==> src/rtl/display_scan_ctrl_if.sv <==
// Upstream/decoder-facing signal bundle for the multiplexed display scanner.
// The master side is the timekeeping logic; the slave side is the scan controller.
interface display_scan_ctrl_if #(
    parameter int unsigned NUM_DIGITS = 4
);
    logic                      enable;
    logic [4*NUM_DIGITS-1:0]   digits_in;
    logic                      load;
    logic                      lz_blank;
    logic [3:0]                dec_data;
    logic [NUM_DIGITS-1:0]     an_n;
    logic                      frame_start;
    logic                      load_ack;

    modport master (
        output enable, digits_in, load, lz_blank,
        input  dec_data, an_n, frame_start, load_ack
    );

    modport slave (
        input  enable, digits_in, load, lz_blank,
        output dec_data, an_n, frame_start, load_ack
    );
endinterface

==> src/rtl/display_scan_ctrl.sv <==
// Time-multiplexed scan of NUM_DIGITS common-anode digits through one shared decoder,
// with anti-ghost blanking, leading-zero suppression and frame-coherent digit loads.
module display_scan_ctrl #(
    parameter int unsigned NUM_DIGITS   = 4,
    parameter int unsigned SCAN_DIV     = 50000,
    parameter int unsigned BLANK_CYCLES = 500
) (
    input  logic               clk,
    input  logic               reset_n,
    display_scan_ctrl_if.slave bus
);
    localparam int unsigned CW = $clog2(SCAN_DIV);
    localparam int unsigned IW = $clog2(NUM_DIGITS);
    localparam int unsigned DW = 4 * NUM_DIGITS;

    typedef enum logic [1:0] {S_IDLE, S_BLANK, S_DRIVE} state_t;

    state_t          r_state, w_state_nxt;
    logic [CW-1:0]   r_cnt, w_cnt_nxt;
    logic [IW-1:0]   r_idx, w_idx_nxt;
    logic [DW-1:0]   r_disp, w_disp_nxt;
    logic [DW-1:0]   r_pend, w_pend_nxt;
    logic            r_pend_v, w_pend_v_nxt;
    logic            r_ack, w_ack_nxt;

    logic            w_end_slot;
    logic            w_last_digit;
    logic            w_blank_done;
    logic [3:0]      w_digit [NUM_DIGITS];
    logic [NUM_DIGITS-1:0] w_zero_from;
    logic            w_supp;

    assign w_end_slot   = (r_cnt == CW'(SCAN_DIV - 1));
    assign w_last_digit = (r_idx == IW'(NUM_DIGITS - 1));
    assign w_blank_done = (r_cnt == CW'(BLANK_CYCLES - 1));

    always_ff @(posedge clk) begin
        if (!reset_n) begin
            r_state  <= S_IDLE;
            r_cnt    <= '0;
            r_idx    <= '0;
            r_disp   <= '0;
            r_pend   <= '0;
            r_pend_v <= 1'b0;
            r_ack    <= 1'b0;
        end else begin
            r_state  <= w_state_nxt;
            r_cnt    <= w_cnt_nxt;
            r_idx    <= w_idx_nxt;
            r_disp   <= w_disp_nxt;
            r_pend   <= w_pend_nxt;
            r_pend_v <= w_pend_v_nxt;
            r_ack    <= w_ack_nxt;
        end
    end

    // w_pend_nxt/w_pend_v_nxt already fold in a same-edge load, so applying them gives "newest wins".
    always_comb begin
        w_state_nxt  = r_state;
        w_cnt_nxt    = r_cnt;
        w_idx_nxt    = r_idx;
        w_disp_nxt   = r_disp;
        w_pend_nxt   = r_pend;
        w_pend_v_nxt = r_pend_v;
        w_ack_nxt    = 1'b0;

        if (bus.load) begin
            w_pend_nxt   = bus.digits_in;
            w_pend_v_nxt = 1'b1;
        end

        case (r_state)
            S_IDLE: begin
                w_cnt_nxt = '0;
                w_idx_nxt = '0;
                if (r_pend_v) begin
                    w_disp_nxt   = w_pend_nxt;
                    w_pend_v_nxt = 1'b0;
                    w_ack_nxt    = 1'b1;
                end
                if (bus.enable) begin
                    w_state_nxt = S_BLANK;
                end
            end
            S_BLANK, S_DRIVE: begin
                if (!bus.enable) begin
                    w_state_nxt = S_IDLE;
                    w_cnt_nxt   = '0;
                    w_idx_nxt   = '0;
                end else if (w_end_slot) begin
                    w_state_nxt = S_BLANK;
                    w_cnt_nxt   = '0;
                    if (w_last_digit) begin
                        w_idx_nxt = '0;
                        if (w_pend_v_nxt) begin
                            w_disp_nxt   = w_pend_nxt;
                            w_pend_v_nxt = 1'b0;
                            w_ack_nxt    = 1'b1;
                        end
                    end else begin
                        w_idx_nxt = r_idx + IW'(1);
                    end
                end else begin
                    w_cnt_nxt = r_cnt + CW'(1);
                    if (r_state == S_BLANK && w_blank_done) begin
                        w_state_nxt = S_DRIVE;
                    end
                end
            end
            default: begin
                w_state_nxt = S_IDLE;
            end
        endcase
    end

    // w_zero_from[k] is high when every displayed digit from k upward is zero.
    always_comb begin
        logic z;
        z = 1'b1;
        w_zero_from = '0;
        for (int unsigned i = 0; i < NUM_DIGITS; i++) begin
            w_digit[i] = r_disp[4*i +: 4];
        end
        for (int unsigned i = 0; i < NUM_DIGITS; i++) begin
            z = z & (r_disp[4*(NUM_DIGITS-1-i) +: 4] == 4'd0);
            w_zero_from[NUM_DIGITS-1-i] = z;
        end
    end

    assign w_supp = bus.lz_blank & (r_idx != '0) & w_zero_from[r_idx];

    assign bus.an_n        = (r_state == S_DRIVE && !w_supp) ? ~(NUM_DIGITS'(1) << r_idx) : '1;
    assign bus.dec_data    = w_digit[r_idx];
    assign bus.frame_start = (r_state != S_IDLE) && (r_idx == '0) && (r_cnt == '0);
    assign bus.load_ack    = r_ack;

endmodule
==> src/flat_wrapper.sv <==
// flat-port wrapper written by rule: the top's interface ports become plain ports
module display_scan_ctrl_flat 
#(
    parameter int unsigned NUM_DIGITS   = 4,
    parameter int unsigned SCAN_DIV     = 50000,
    parameter int unsigned BLANK_CYCLES = 500
)
  (clk, reset_n, bus_enable, bus_digits_in, bus_load, bus_lz_blank, bus_dec_data, bus_an_n, bus_frame_start, bus_load_ack);
  display_scan_ctrl_if #(.NUM_DIGITS(NUM_DIGITS)) bus_i ();
  input  logic clk;
  input  logic reset_n;
  input wire logic [$bits(bus_i.enable)-1:0] bus_enable;
  input wire logic [$bits(bus_i.digits_in)-1:0] bus_digits_in;
  input wire logic [$bits(bus_i.load)-1:0] bus_load;
  input wire logic [$bits(bus_i.lz_blank)-1:0] bus_lz_blank;
  output wire logic [$bits(bus_i.dec_data)-1:0] bus_dec_data;
  output wire logic [$bits(bus_i.an_n)-1:0] bus_an_n;
  output wire logic [$bits(bus_i.frame_start)-1:0] bus_frame_start;
  output wire logic [$bits(bus_i.load_ack)-1:0] bus_load_ack;
  assign bus_i.enable = bus_enable;
  assign bus_i.digits_in = bus_digits_in;
  assign bus_i.load = bus_load;
  assign bus_i.lz_blank = bus_lz_blank;
  assign bus_dec_data = bus_i.dec_data;
  assign bus_an_n = bus_i.an_n;
  assign bus_frame_start = bus_i.frame_start;
  assign bus_load_ack = bus_i.load_ack;
  display_scan_ctrl #(.NUM_DIGITS(NUM_DIGITS), .SCAN_DIV(SCAN_DIV), .BLANK_CYCLES(BLANK_CYCLES)) u_core (.clk(clk), .reset_n(reset_n), .bus(bus_i));
endmodule
==> config.mk <==
export PLATFORM = sky130hd
export DESIGN_NAME = display_scan_ctrl_flat
export DESIGN_NICKNAME = d
export VERILOG_FILES = /design/src/rtl/display_scan_ctrl_if.sv /design/src/rtl/display_scan_ctrl.sv /design/src/flat_wrapper.sv
export SDC_FILE = /design/constraint.sdc
export NUM_CORES = 1
export LEC_CHECK = 0
export CAP_MARGIN = 5
export CELL_PAD_IN_SITES_DETAIL_PLACEMENT = 2
export CELL_PAD_IN_SITES_GLOBAL_PLACEMENT = 2
export CORE_UTILIZATION = 25
export CTS_CLUSTER_SIZE = 20
export DETAILED_ROUTE_END_ITERATION = 10
export PLACE_DENSITY = 0.68
export SKIP_CTS_REPAIR_TIMING = 1
export SLEW_MARGIN = 20
export SYNTH_ARGS = -nofsm -noshare
export SYNTH_HDL_FRONTEND = slang
export SYNTH_SLANG_ARGS = --single-unit
export TNS_END_PERCENT = 10
==> constraint.sdc <==
create_clock -name clk -period 2.7 [get_ports clk]
set_input_delay 0.27 -clock clk [delete_from_list [all_inputs] [get_ports clk]]
set_output_delay 0.27 -clock clk [all_outputs]
set_load 0.05 [all_outputs]
==> reports/metrics.cfg <==
[synthesis]
synth.distinct_cells = 47
async_flop_share_pct = 0
synth_edf_count = 0
synth.avg_cell_area_um2 = 9.668
ys.flop_type = dfxtp_1
synth-seq-area-share_pct = 40.66
synth_area_um2 = 2659
synthCells = 275
syn_nets = 306
ys_warn_count = 0
ys_ff_latch = 54

[worst_setup_path]
worstPathArrival_ns = 2.26
cpPeakStageDelay_ns = 0.71
crit_chain = mux4_2 > clkdlybuf4s50_1
path_class = flip-flop to output port
slowest_stage = clkdlybuf4s50_1
path_buf_inv = 1
cp_max_fo = 10
crit_path_end_kind = output port
cp_top_family = buffers and inverters
crit_required_ns = 2.43
startpoint_type = flip-flop

[die]
core_area_um2 = 10320
die_h_um = 105.1
die_x_um = 105.1
initial_utilization_pct = 25.75
placementRows = 37
io_pins = 31
die_area_um2 = 11050

[global_route]
grt.overflow.total = 0
grt_start_max_net_pins = 33
grt_pass1_wl_um = 11120
grt_pass1_vias = 2232
grt_usage_pct = 12.74
antenna_found_initial = 0

[cells_and_area]
syn2layout_area_growth_pct = 20.42
layout.nets = 335
antenna_cells = 0
utilization_pct = 31.01
drive_gt1_share_pct = 10.86
final_common_cell = dfxtp_1
mostFrequentLayoutCells = dfxtp_1 (54), nand2_1 (30), clkdlybuf4s50_1 (25)

[sta]
min_period_ns = 2.533
drv_slew = 0
hold_viol = 0
rsz0062_at_grt = false
max_freq_ghz = 0.3948
finalWorstSetupSlack_ns = 0.1670
fin_skew_ns = 0.01077
finalCritPeriodShare_pct = 93.82
worstMarginPinSlew_ns = 0.5755
finalSetupTns_ns = 0
maxSlewHeadroom_pct = 61.28
setup_viol = 0

[clocking]
root_buffer = clkbuf_8
clkTransAtPathRegs_ns = 0.11
tritoncts = built
h-tree-depth = 2
clock_path_buffers = 2
clkSinkCount = 54
clk_latency_ns = 0.31
numCtsBuffers = 5

[hold_path]
hold_class = flip-flop to flip-flop

[power_and_ir_drop]
power.density_nw_per_um2 = 526.1
vdd_ir_drop_max_uv = 211.4
cellLeakagePower_nw = 1.284

[status]
status = completed

[drt]
routed_wl_um = 6714
drc = 0
drt_iter0_markers = 49
ant_nets = 0
drtPass1Iterations = 4
via_count = 2075
wl_per_cell_um = 15.26
vias_per_cell = 4.716

[placement]
hpwl_um = 5074
place_ws_ns = 0.4481
place.gp.congestion = 0.7184
port_buffers = 30

[flow_run]
maxCapViolCount = 0

==> area by class of cell <==
cell class / instances / area [µm²]
Fill cell: 1143 / 7122
Clock inverter: 2 / 15.01
Sequential cell: 54 / 1081
Inverter: 9 / 33.78
Multi-Input combinational cell: 198 / 1438
Timing Repair Buffer: 36 / 395.4
Tap cell: 136 / 170.2
Clock buffer: 5 / 68.82
==> final timing paths <==
kind | slack [ns] | start | depth (start not counted) | to
setup / recovery | 0.17 | u_core.r_idx[0]$_SDFFE_PN0P_ | 2 | bus_dec_data[2]
hold / removal | 0.52 | u_core.r_pend[3]$_SDFF_PN0_ | 2 | u_core.r_pend[3]$_SDFF_PN0_
setup reg to reg | 0.43 | u_core.r_idx[0]$_SDFFE_PN0P_ | 7 | u_core.r_disp[12]$_SDFFE_PN0P_
hold reg to reg | 0.52 | u_core.r_pend[3]$_SDFF_PN0_ | 2 | u_core.r_pend[3]$_SDFF_PN0_
==> report_power, final <==
| part | switching [W] | leakage (nW) | internal (W) | total (W) |
|---|---|---|---|---|
| combinational | 0.000176 | 0.807 | 0.000156 | 0.000332 |
| sequential | 0.0000406 | 0.441 | 0.000852 | 0.000892 |
| clock | 0.000282 | 0.0362 | 0.000178 | 0.000460 |
| total | 0.000499 | 1.28 | 0.00119 | 0.00168 |
==> metal layers <==
metal | vias to the layer above | GRT usage, % | wire [µm]
li1 | 1023 | - | -
met1 | 1024 | 15.09 | 3043
met2 | 24 | 23.46 | 3435
met3 | 4 | 2.308 | 175
met4 | 0 | 3.320 | 61
met5 | - | 0 | 0
==> state kept, by name (all words and copies together) (netlist names) <==
register and flops:
u_core.bus.load_ack 1, u_core.r_cnt 16, u_core.r_idx 2, u_core.r_pend_v 1
u_core.r_state 2, u_core.r_disp 16, u_core.r_pend 16
==> worst min-delay path, stage by stage, from the launching register on <==
cell,delay (ns)
dfxtp_1,0.32
mux2i_1,0.08
nor2b_1,0.10
==> synthesized netlist by cell type (all sizes together) (2+ instances only) <==
| cell type | number | area [µm²] |
|---|---|---|
| dfxtp | 54 | 1081 |
| nand2 | 30 | 112.6 |
| nor2 | 21 | 78.83 |
| nor2b | 18 | 112.6 |
| mux2i | 17 | 170.2 |
| o211a | 16 | 160.2 |
| nand3 | 12 | 60.06 |
| ha | 10 | 125.1 |
| nor4 | 10 | 62.56 |
| inv | 9 | 33.78 |
| xnor2 | 8 | 70.07 |
| buf | 7 | 68.81 |
| clkbuf | 6 | 33.77 |
| nor3 | 6 | 30.03 |
| xor2 | 6 | 52.55 |
| a21oi | 5 | 25.02 |
| o21ai | 5 | 40.04 |
| mux4 | 4 | 90.09 |
| a21boi | 3 | 22.52 |
| nand4b | 3 | 26.28 |
| or3 | 3 | 23.77 |
| or4 | 3 | 27.53 |
| nand3b | 2 | 15.01 |
| nand4 | 2 | 12.51 |
| or2 | 2 | 12.51 |
==> logic make-up (layout without fill, tap and decap cells) <==
logic type	count (synthesis)	after routing	share of synthesized area (%)
AO/OA/AOI/OAI	37	37	11.86
XOR/XNOR	14	14	4.612
adder cells (fa/ha/maj)	10	10	4.706
buffers and inverters	23	52	5.505
flip-flops	54	54	40.66
multiplexers	21	21	9.788
AND/OR/NAND/NOR	116	116	22.87
==> metrics by stage <==
step	cell area [µm²]	hold slack, ns	total power (W)	std cells
after floorplan	2665	0.4413	0.001135	275
after global placement	3118	0.4935	0.001238	433
after detailed placement	3118	0.5052	0.001249	433
after CTS	3202	0.5359	0.001721	440
after global routing	3202	0.5537	0.001778	440
final	3202	0.5234	0.001684	440
(Power assumes the default switching activity.)
